[src/rtl/cpu_sequencer.sv]
// Control FSM that steps the single-issue CPU through fetch, decode, execute and write-back.
// Handles the imem handshake, multi-cycle ALU ops with a timeout, sticky halt, and the retired count.
module cpu_sequencer #(
  parameter int CNT_WIDTH       = 32,
  parameter int MAX_EXEC_CYCLES = 16
) (
  input  logic                 clk,
  input  logic                 reset,
  input  logic                 run,
  input  logic                 imem_ready,
  input  logic                 is_halt,
  input  logic                 is_branch,
  input  logic                 is_multicycle,
  input  logic                 alu_done,
  output logic                 imem_req,
  output logic                 inst_latch,
  output logic                 alu_start,
  output logic                 pc_enable,
  output logic                 reg_write_enable,
  output logic                 halted,
  output logic                 exec_error,
  output logic [2:0]           state,
  output logic [CNT_WIDTH-1:0] retired_count
);

  typedef enum logic [2:0] {
    FETCH      = 3'd0,
    DECODE     = 3'd1,
    EXECUTE    = 3'd2,
    WRITE_BACK = 3'd3,
    HALTED     = 3'd4
  } state_t;

  // exec_cnt holds the number of EXECUTE cycles already completed, so the
  // MAX_EXEC_CYCLES-th cycle is the one where it equals EXEC_LIMIT.
  localparam logic [7:0] EXEC_LIMIT = 8'(MAX_EXEC_CYCLES - 1);

  state_t               state_q, state_d;
  logic [7:0]           exec_cnt_q, exec_cnt_d;
  logic                 halted_q, exec_error_q;
  logic [CNT_WIDTH-1:0] retired_q;
  logic                 set_error, retire;

  always_comb begin
    state_d          = state_q;
    exec_cnt_d       = '0;
    set_error        = 1'b0;
    retire           = 1'b0;
    imem_req         = 1'b0;
    inst_latch       = 1'b0;
    alu_start        = 1'b0;
    pc_enable        = 1'b0;
    reg_write_enable = 1'b0;
    case (state_q)
      FETCH: begin
        imem_req = run;
        if (run && imem_ready) begin
          inst_latch = 1'b1;
          state_d    = DECODE;
        end
      end
      DECODE: state_d = is_halt ? HALTED : EXECUTE;
      EXECUTE: begin
        if (!is_multicycle) begin
          state_d = WRITE_BACK;
        end else begin
          alu_start = (exec_cnt_q == 8'd0);
          // alu_done on the limit cycle still completes the op
          if ((exec_cnt_q != 8'd0) && alu_done) begin
            state_d = WRITE_BACK;
          end else if (exec_cnt_q >= EXEC_LIMIT) begin
            state_d   = HALTED;
            set_error = 1'b1;
          end else begin
            exec_cnt_d = exec_cnt_q + 8'd1;
          end
        end
      end
      WRITE_BACK: begin
        pc_enable        = 1'b1;
        reg_write_enable = !is_branch;
        retire           = 1'b1;
        state_d          = FETCH;
      end
      HALTED: state_d = HALTED;
      default: begin
        state_d   = HALTED;
        set_error = 1'b1;
      end
    endcase
    if (reset) begin
      imem_req         = 1'b0;
      inst_latch       = 1'b0;
      alu_start        = 1'b0;
      pc_enable        = 1'b0;
      reg_write_enable = 1'b0;
    end
  end

  always_ff @(posedge clk or posedge reset) begin
    if (reset) begin
      state_q      <= FETCH;
      exec_cnt_q   <= '0;
      halted_q     <= 1'b0;
      exec_error_q <= 1'b0;
      retired_q    <= '0;
    end else begin
      state_q    <= state_d;
      exec_cnt_q <= exec_cnt_d;
      if (state_d == HALTED) halted_q <= 1'b1;
      if (set_error) exec_error_q <= 1'b1;
      if (retire) retired_q <= retired_q + CNT_WIDTH'(1);
    end
  end

  assign state         = state_q;
  assign halted        = halted_q;
  assign exec_error    = exec_error_q;
  assign retired_count = retired_q;

endmodule

[config.mk]
export PLATFORM = sky130hd
export DESIGN_NAME = cpu_sequencer
export DESIGN_NICKNAME = d
export VERILOG_FILES = /design/src/rtl/cpu_sequencer.sv
export SDC_FILE = /design/constraint.sdc
export NUM_CORES = 1
export LEC_CHECK = 0
export CORE_MARGIN = 2
export CORE_UTILIZATION = 44
export DETAILED_ROUTE_END_ITERATION = 7
export PLACE_DENSITY_LB_ADDON = 0.12
export SYNTH_ARGS = -nofsm -noshare
export SYNTH_HDL_FRONTEND = slang
export SYNTH_SLANG_ARGS = --single-unit
[constraint.sdc]
create_clock -name clk -period 2 [get_ports clk]
set_clock_uncertainty 0.2 [all_clocks]
set_input_delay 0.3 -clock clk [delete_from_list [all_inputs] [get_ports clk]]
set_output_delay 0.3 -clock clk [all_outputs]
set_load 0.01 [all_outputs]
After elaboration in Yosys (flattened, before gate mapping)
Index checks and enable logic that the tools add are counted.

word-level totals
  bits in registers = 45
  output and inout port bits = 42
  word-level logic and storage cells = 46

operators by class
  add/sub/neg operators = 2
  $lt $le $gt $ge = 1
  equality and inequality tests = 5
  muxes and demuxes = 26
  reduce and logical (&&, ||, !) cells = 7

operators by type and width
  cell                     count
  $add A32 B1 Y32 const B  1
  $mux W8                  4
  $mux W1                  15
  $mux W3                  5
  $pmux W3 S4              1
  $add A8 B1 Y8 const B    1
  $ge A8 B4 Y1 const B     1
  $logic_not A8 Y1         1
  $reduce_bool A8 Y1       1
  $eq A3 B2 Y1 const B     2
  $eq A3 B3 Y1 const B     2
  $reduce_or A4 Y1         1
  $eq A3 B1 Y1 const B     1
  $logic_not A3 Y1         1
  $logic_and A1 B1 Y1      2
  $pmux W1 S2              1
  $logic_not A1 Y1         1

Logic depth before layout (Yosys ltp)
  depth after elaboration = 6
  mapped depth = 6
  depth with buffers taken out = 6

Worst setup path before layout
No wires, ideal clock.

  kind = input -> output
  start = in reset
  end = out inst_latch
  arrival time = 1970 ps
  data required time = 1500 ps
  path slack = -470 ps
  cell stages on the path = 4
  buffers on the path = 0
  cells stage by stage = inv_1 nand3_1 nor3_1 and2_1

on the way
  word-level cells in the longest chain between the ends = 1

ends and longest elaborated chain
  what                RTL line  RTL
  start: declaration  8         input logic reset,
  $mux W1             91        if (reset) begin
  end: declaration    16        output logic inst_latch,

Every way passes these cells.

Final worst setup path
  start = reg exec_cnt_q[4]
  end = out alu_start

on the way
  word-level cells in the longest chain between the ends = 4

ends and longest elaborated chain
  what                      RTL line  RTL
  start: declaration        39        logic [7:0] exec_cnt_q, exec_cnt_d;
  start signal: assignment  109       exec_cnt_q <= exec_cnt_d;
  $logic_not A8 Y1          67        alu_start = (exec_cnt_q == 8'd0);
  $mux W1                   64        if (!is_multicycle) begin
  $mux W1                   54        case (state_q)
  $mux W1                   91
  end: declaration          17        output logic alu_start,

Every way passes these cells.

==> impl_results.md <==
- Run status: finished with violations
- Violated checks: negative setup slack
- Share of the yosys chip area belonging to registers: 53.83%
- Post-Route WL: between 4000 and 5000 um
- Portion of total power attributed to sequential cells: 50.4%
- Count of hold buffers inserted by post-cts repair: 0
- Number of placement rows: 25
- Total power consumption of the routed design: between 0.0015 and 0.002 W
- Avg WL per Cell: about 14 um
- Worst-Margin Slew: roughly 0.55 ns
- Maximum capacitance violations: 0
- Number of global-route vias before repair: 1,576
- Final period util: 108.6%
- Cell with the most instances after synthesis: sky130_fd_sc_hd__dfrtp_1
- Number of register bits inferred by synthesis: 45
- Launch instance of the worst min-delay path: retired_count[31]
- Routability cong.: between 0.7 and 0.8
- Worst-skew pair later-pin latency: ~0.3 ns
- Clock share of power: around 38%
- Startpoint type of the worst setup path: register
- Post-route DRC violation count: 0
- Count of input and output buffers: around 50
- Overflow after GRT: 0
- Worst-case register-to-register setup slack: roughly 0.09 ns
- Critical path's largest stage delay: 0.56 ns
- Area of the die: ~5300 sq um
- Routed via count: 1,640
- Worst-path clk slew: 0.09 ns
- Top-area cell type share of the netlist area: 53.83%
- Gate count after technology mapping: roughly 190
- Setup repair after global routing missed its margin: true
- Req. time, crit path: roughly 1.5 ns
- Initial cell density of the core: between 40% and 50%
- Avg Inst Size Synth: roughly 11 sq um
- Max rail drop VDD: 0.3936 mV
- Worst Path Max Fanout: 2
- X dimension of the die: roughly 73 um
- Switching Fraction: between 20% and 30%
- Slowest library cell on the worst path: sky130_fd_sc_hd__or4_4
- Overall global routing resource usage: around 18%
- Dominant cells by area after synthesis: sky130_fd_sc_hd__dfrtp_1 54%, sky130_fd_sc_hd__xnor2_1 12%, sky130_fd_sc_hd__nand4_1 5.1%
- YS warnings: 0
- Antenna violation net count after detailed routing: 0
- Die outline height: about 73 um
- Number of primary I/O pins: 50
- FMAX: 460.4 MHz
- N_diodes: 0
- Post-synth EDFFs: 0
- Launching point of the worst reg2reg path: exec_cnt_q[0]
- Vias per cell: just over 5
- Worst Path Arrival: 1.67 ns
- DP HPWL: about 3000 um
- Layout area overhead: 41.93%
- Number of sinks handled by clock tree synthesis: between 40 and 50
- Combinational share of power: 12.2%
- Number of antenna violations at the first check in global routing: 0
- Remaining max-slew budget at the tightest pin: a little over three fifths
- Maximum count of clock buffers along a single path: 2
- Distinct cells, synth: 38
- Switching power of the nets: 0.0004414 W
- Static Leakage: 1.341 nW
- Share of synthesized registers carrying an async set or reset: 100.0%
- Internal Dissipation: approximately 0.0015 W
- Cell Chain, Critical Path: or4_4 -> nor4_4 -> buf_2
- Setup crit start: exec_cnt_q[4]
- Hold Fails Final Rpt: 0
- Total standard cell area after synthesis: 2092 sq um
- Total power density per cell area: ~650 nW/um^2
- Global-route wire length before repair: approximately 7200 um
- Number of nets in the final layout: around 270
- Root buf cell: sky130_fd_sc_hd__clkbuf_8
- Final count of negative-setup-slack endpoints: 1
- TritonCTS clock tree: done
- Worst setup EP type: output pin
- Slew Viols, Final: 0
- Number of DRC markers in iteration 0: roughly 130
- Final worst slack: -0.1719 ns
- Maximum number of pins on one net before global-route repair: 46
- Type of the worst setup path: register to output pin
- Primary flip-flop cell chosen by synthesis mapping: sky130_fd_sc_hd__dfrtp_1
- Post-route worst hold slack: 0.2823 ns
- Number of CTS-inserted buffers: 5
- Multi-input gate area in the final layout: ~960 sq um
- Sequential Area: between 1000 and 1500 sq um
- Max H-tree Level: 2
- Post-layout minimum cycle time: 2.172 ns
- Pre-Repair DR Iteration Count: 4
- Fraction of layout cells with a size suffix above 1: between 10% and 20%
- Core Box Area: roughly 4700 sq um
- Biggest area consumer among synthesized cells: sky130_fd_sc_hd__dfrtp_1
- Leading cell types by count after synthesis: 45 x sky130_fd_sc_hd__dfrtp_1, 28 x sky130_fd_sc_hd__xnor2_1, 17 x sky130_fd_sc_hd__nand4_1
- Fillers: 392
- Hold crit path type: register to register
-- worst max-delay path, delay by kind of cell, from the launching register on --
kind                   cells  cell delay (ns)
buffers and inverters      1             0.17
flip-flops                 1             0.38
AND/OR/NAND/NOR            2             0.83
-- repair_timing --
item	4_1_cts	5_1_grt
gates resized for setup	16	10
pin swaps	0	4
endpoints found under the setup margin	5	17
gates cloned	0	1
setup buffers	1	2
-- per-layer routing --
metal / part of all wire (%) / vias to the layer above / GRT usage [%]
met1: 45 / 793 / 23.36
met3: 5.2 / 5 / 4.282
met4: 1.6 / 0 / 8.436
met5: 0 / - / 0
met2: 48 / 43 / 27.98
li1: - / 799 / -
-- sequential cells by signal, summed over array words and instances (netlist names) --
register and cells:
halted 1, exec_cnt_q 8, exec_error 1, retired_count 32, state 3
-- through the flow --
stage | utilization (%) | std cells | TNS (ns) | instance area (sq um) | setup slack [ns]
final | 63.70 | 318 | -0.1719 | 2969 | -0.1719
after floorplan | - | 189 | 0 | 2107 | 0.01046
after global placement | 59.87 | 306 | -0.9510 | 2790 | -0.2682
after detailed placement | 59.87 | 306 | -0.9459 | 2790 | -0.2789
after global routing | 63.70 | 318 | -0.2431 | 2969 | -0.2431
after CTS | 62.90 | 315 | -0.1449 | 2932 | -0.1449
-- cell type report --
type	count	share of cell area [%]
Sequential cell	45	37.97
Multi-Input combinational cell	131	32.28
Clock buffer	6	2.781
Inverter	7	1.011
Timing Repair Buffer	73	22.42
Tap cell	54	2.276
Clock inverter	2	1.264
-- placed cells by master, fill, tap and decap left out, types with 8 or more instances in the layout --
| cell type | netlist | routed |
|---|---|---|
| sky130_fd_sc_hd__dfrtp_1 | 45 | 44 |
| sky130_fd_sc_hd__nand2_1 | 10 | 9 |
| sky130_fd_sc_hd__nor2_1 | 8 | 8 |
| sky130_fd_sc_hd__nand3_1 | 12 | 12 |
| sky130_fd_sc_hd__xnor2_1 | 28 | 28 |
| sky130_fd_sc_hd__buf_4 | 1 | 22 |
| sky130_fd_sc_hd__clkdlybuf4s50_1 | 0 | 43 |
| sky130_fd_sc_hd__nand4_1 | 17 | 17 |
-- power by group through the flow --
stage | registers, W | clock network (W) | logic, W
final | 0.000965 | 0.000718 | 0.000234
after global routing | 0.000971 | 0.000771 | 0.000254
after CTS | 0.000967 | 0.000737 | 0.000222
after detailed placement | 0.000984 | 0 | 0.000217
after global placement | 0.000982 | 0 | 0.000219
after floorplan | 0.000993 | 0 | 0.0000755
-- final timing paths --
| kind | endpoint | cells past startpoint |
|---|---|---|
| worst min register to register | retired_count[31] | 1 |
| min in group asynchronous | exec_error | 3 |
| worst min-delay path | retired_count[31] | 1 |
| worst max-delay path | alu_start | 3 |
| worst max register to register | halted | 6 |
| max in group asynchronous | state[2] | 3 |
-- logic make-up (layout without fill, tap and decap cells) --
group                    count (synthesis)  after routing  share of synthesized area [%]
AND/OR/NAND/NOR                         81             81                          24.04
other                                    1              4                         0.1793
multiplexers                             1              1                         0.5382
adder cells (fa/ha/maj)                  3              3                          1.794
XOR/XNOR                                33             33                          13.82
AO/OA/AOI/OAI                            9              9                          2.751
buffers and inverters                   13             88                          3.050
flip-flops                              45             45                          53.83
Power figures use the tool's default switching activity.
==> RTL edit, RTL diff (config.mk and constraints unchanged) <==
`CNT_WIDTH`: 32 -> 40.
--- a/src/rtl/cpu_sequencer.sv
+++ b/src/rtl/cpu_sequencer.sv
@@ -3,3 +3,3 @@
 module cpu_sequencer #(
-  parameter int CNT_WIDTH       = 32,
+  parameter int CNT_WIDTH       = 40,
   parameter int MAX_EXEC_CYCLES = 16
Ports: changed (resized retired_count); port bits go from 50 to 58. No check against the original RTL was run, so the function may have changed too.
==> RTL edit against the original RTL <==
The run still ends with setup timing left. Hold slack got worse by 0.013 ns. Total power increased by 0.44%. Design area is 23% higher. Sequential cell count grew 8. Critical path depth rose by 1. Worst setup slack better by 0.073 ns. Sequential share of layout area decreased by 1.5 points. Synthesized cell count is 22% higher. Combinational power increased by 4%. Wire length increased by 18%. Synthesized area grew 19%. Global-route usage decreased by 0.13 points. Largest cell class unchanged.
==> RTL edit: results (changes against the original RTL) <==
Min path
  • Worst Hold Launch: retired_count[39] (was retired_count[31])
  • Hold Path End: retired_count[39] (was retired_count[31])

Finish
  • Fin nets: 347 (was 274)
  • Share of cells above drive strength 1: 24.6% (was 18.9%)
  • Fill cell count: 457 (was 392)
  • Max reg flops: 40 (was 32)

STA
  • # setup viols final: 4 (was 1)
  • Worst slew pin tran: 0.661 ns (was 0.553 ns)
  • Final WS setup: -0.0986 ns (was -0.172 ns)
  • TNS Setup: -0.192 ns (was -0.172 ns)

Clock tree
  • Clk slew on worst S/H paths: 0.09 ns (about the same)
  • CTS buffer count: 5 (unchanged)
  • Setup Buffers After CTS: 1 (unchanged)
  • Root Driver: clkbuf_8 (unchanged)

Placed design
  • Placed inst area: 3440 µm² (was 2790 µm²)
  • DP Wirelength: 3890 µm (was 2990 µm)
  • IO Port Bufs: 57 (was 49)
  • Gpl congestion: 0.772 (was 0.800)

Setup path
  • Crit path arrival time: 1.60 ns (was 1.67 ns)
  • R2r setup slk: -0.04 ns (was 0.09 ns)
  • CP max-delay cell: or4_4 (unchanged)
  • Reg2reg start: exec_cnt_q[6] (was exec_cnt_q[0])
  • Worst r2r dst: exec_error (was halted)
  • Reg2Reg Depth: 5 (was 6)
  • CP peak stage delay: 0.53 ns (was 0.56 ns)
  • Cell family with most CP delay: simple AND/OR/NAND/NOR gates (unchanged)

GRT
  • Vias in the first global route: 1927 (was 1576)
  • Largest net degree at the start of global routing: 54 (was 46)
  • GRT Util Overall: 17.7% (was 17.8%)
  • Met2 usage: 28.7% (was 28.0%)
  • Met3 Usage GRT: 3.86% (was 4.28%)
  • Met1 Track Usage GR: 24.3% (was 23.4%)
  • First-pass GRT wire length: 8780 µm (was 7230 µm)

Routing
  • WL final: 5220 µm (was 4430 µm)
  • DRT iter0 DRCs: 65 (was 131)
  • Via Count: 1978 (was 1640)
  • First-pass DRT Iterations: 4 (unchanged)

Status
  • Failing checks: setup timing (unchanged)
  • Status: finished, violations left (unchanged)

Power
  • Peak VDD IR: 0.411 mV (was 0.394 mV)
  • Leak: 1.71 nW (was 1.34 nW)

Logic synthesis
  • Synth top area cells: dfrtp_1 (53%), xnor2_1 (7.8%), xor2_1 (6.7%), nor2_1 (3.6%), nand3_1 (3.4%) (was dfrtp_1 (54%), xnor2_1 (12%), nand4_1 (5.1%), nand3_1 (2.9%), xor2_1 (2.1%))
  • Post-synth cell types: 34 (was 38)
  • Synth cell count leaders: dfrtp_1 (53), nor2_1 (24), xnor2_1 (22), nand2_1 (21), xor2_1 (19) (was dfrtp_1 (45), xnor2_1 (28), nand4_1 (17), nand3_1 (12), nand2_1 (10))
  • Sequential share of the synthesized area: 53.3% (was 53.8%)
  • Synth Flop Type: dfrtp_1 (unchanged)
==> RTL edit: kinds of logic (layout without fill, tap and decap cells) <==
kind of cell,after synthesis,in the layout,synth area share [%]
other,1,4,0.151
DFF,53,53,53.3
AOI/OAI and AO/OA,7,7,1.81
buffers and inverters,12,119,1.81
and+or+nand+nor,109,109,26.5
muxes,1,1,0.453
adders and majority gates,3,3,1.51
xor gates and xnor gates,41,41,14.4
==> RTL edit: layer usage <==
layer	part of all wire [%]	wire length [µm]
met3	3.3	173
met5	0	0
met1	47	2450
met4	1.1	58
met2	49	2540
==> RTL edit: layout make-up <==
type | count | area share [%]
timing repair buffer | 99 | 24.2
sequential | 53 | 36.4
tap | 72 | 2.47
multi-input combinational | 165 | 33.4
clock buffer | 8 | 2.20
inverter | 12 | 1.34
==> RTL edit: stage by stage <==
stage	util, %	worst slack (ns)	instances	hold WS, ns	total power, mW
floorplan	-	-0.138	230	0.166	1.22
global placement	62.9	-0.246	396	0.251	1.34
detailed placement	62.9	-0.282	396	0.258	1.35
CTS	65.0	-0.170	405	0.273	1.92
global route	66.6	-0.144	409	0.285	2.01
finish	66.6	-0.0986	409	0.269	1.92
==> RTL edit: report_power, final <==
| group | leakage (nW) | switching [mW] | internal (mW) |
|---|---|---|---|
| Combinational | 0.959 | 0.107 | 0.137 |
| Clock | 0.0395 | 0.323 | 0.249 |
| Sequential | 0.714 | 0.0157 | 1.09 |
==> RTL edit: worst max path at each step <==
stage	from	to	slack, ns
finish	exec_cnt_q[6]	alu_start	-0.1
global route	exec_cnt_q[6]	alu_start	-0.14
CTS	exec_cnt_q[6]	alu_start	-0.17
detailed placement	is_multicycle	alu_start	-0.28
global placement	is_multicycle	alu_start	-0.25
floorplan	reset	inst_latch	-0.14
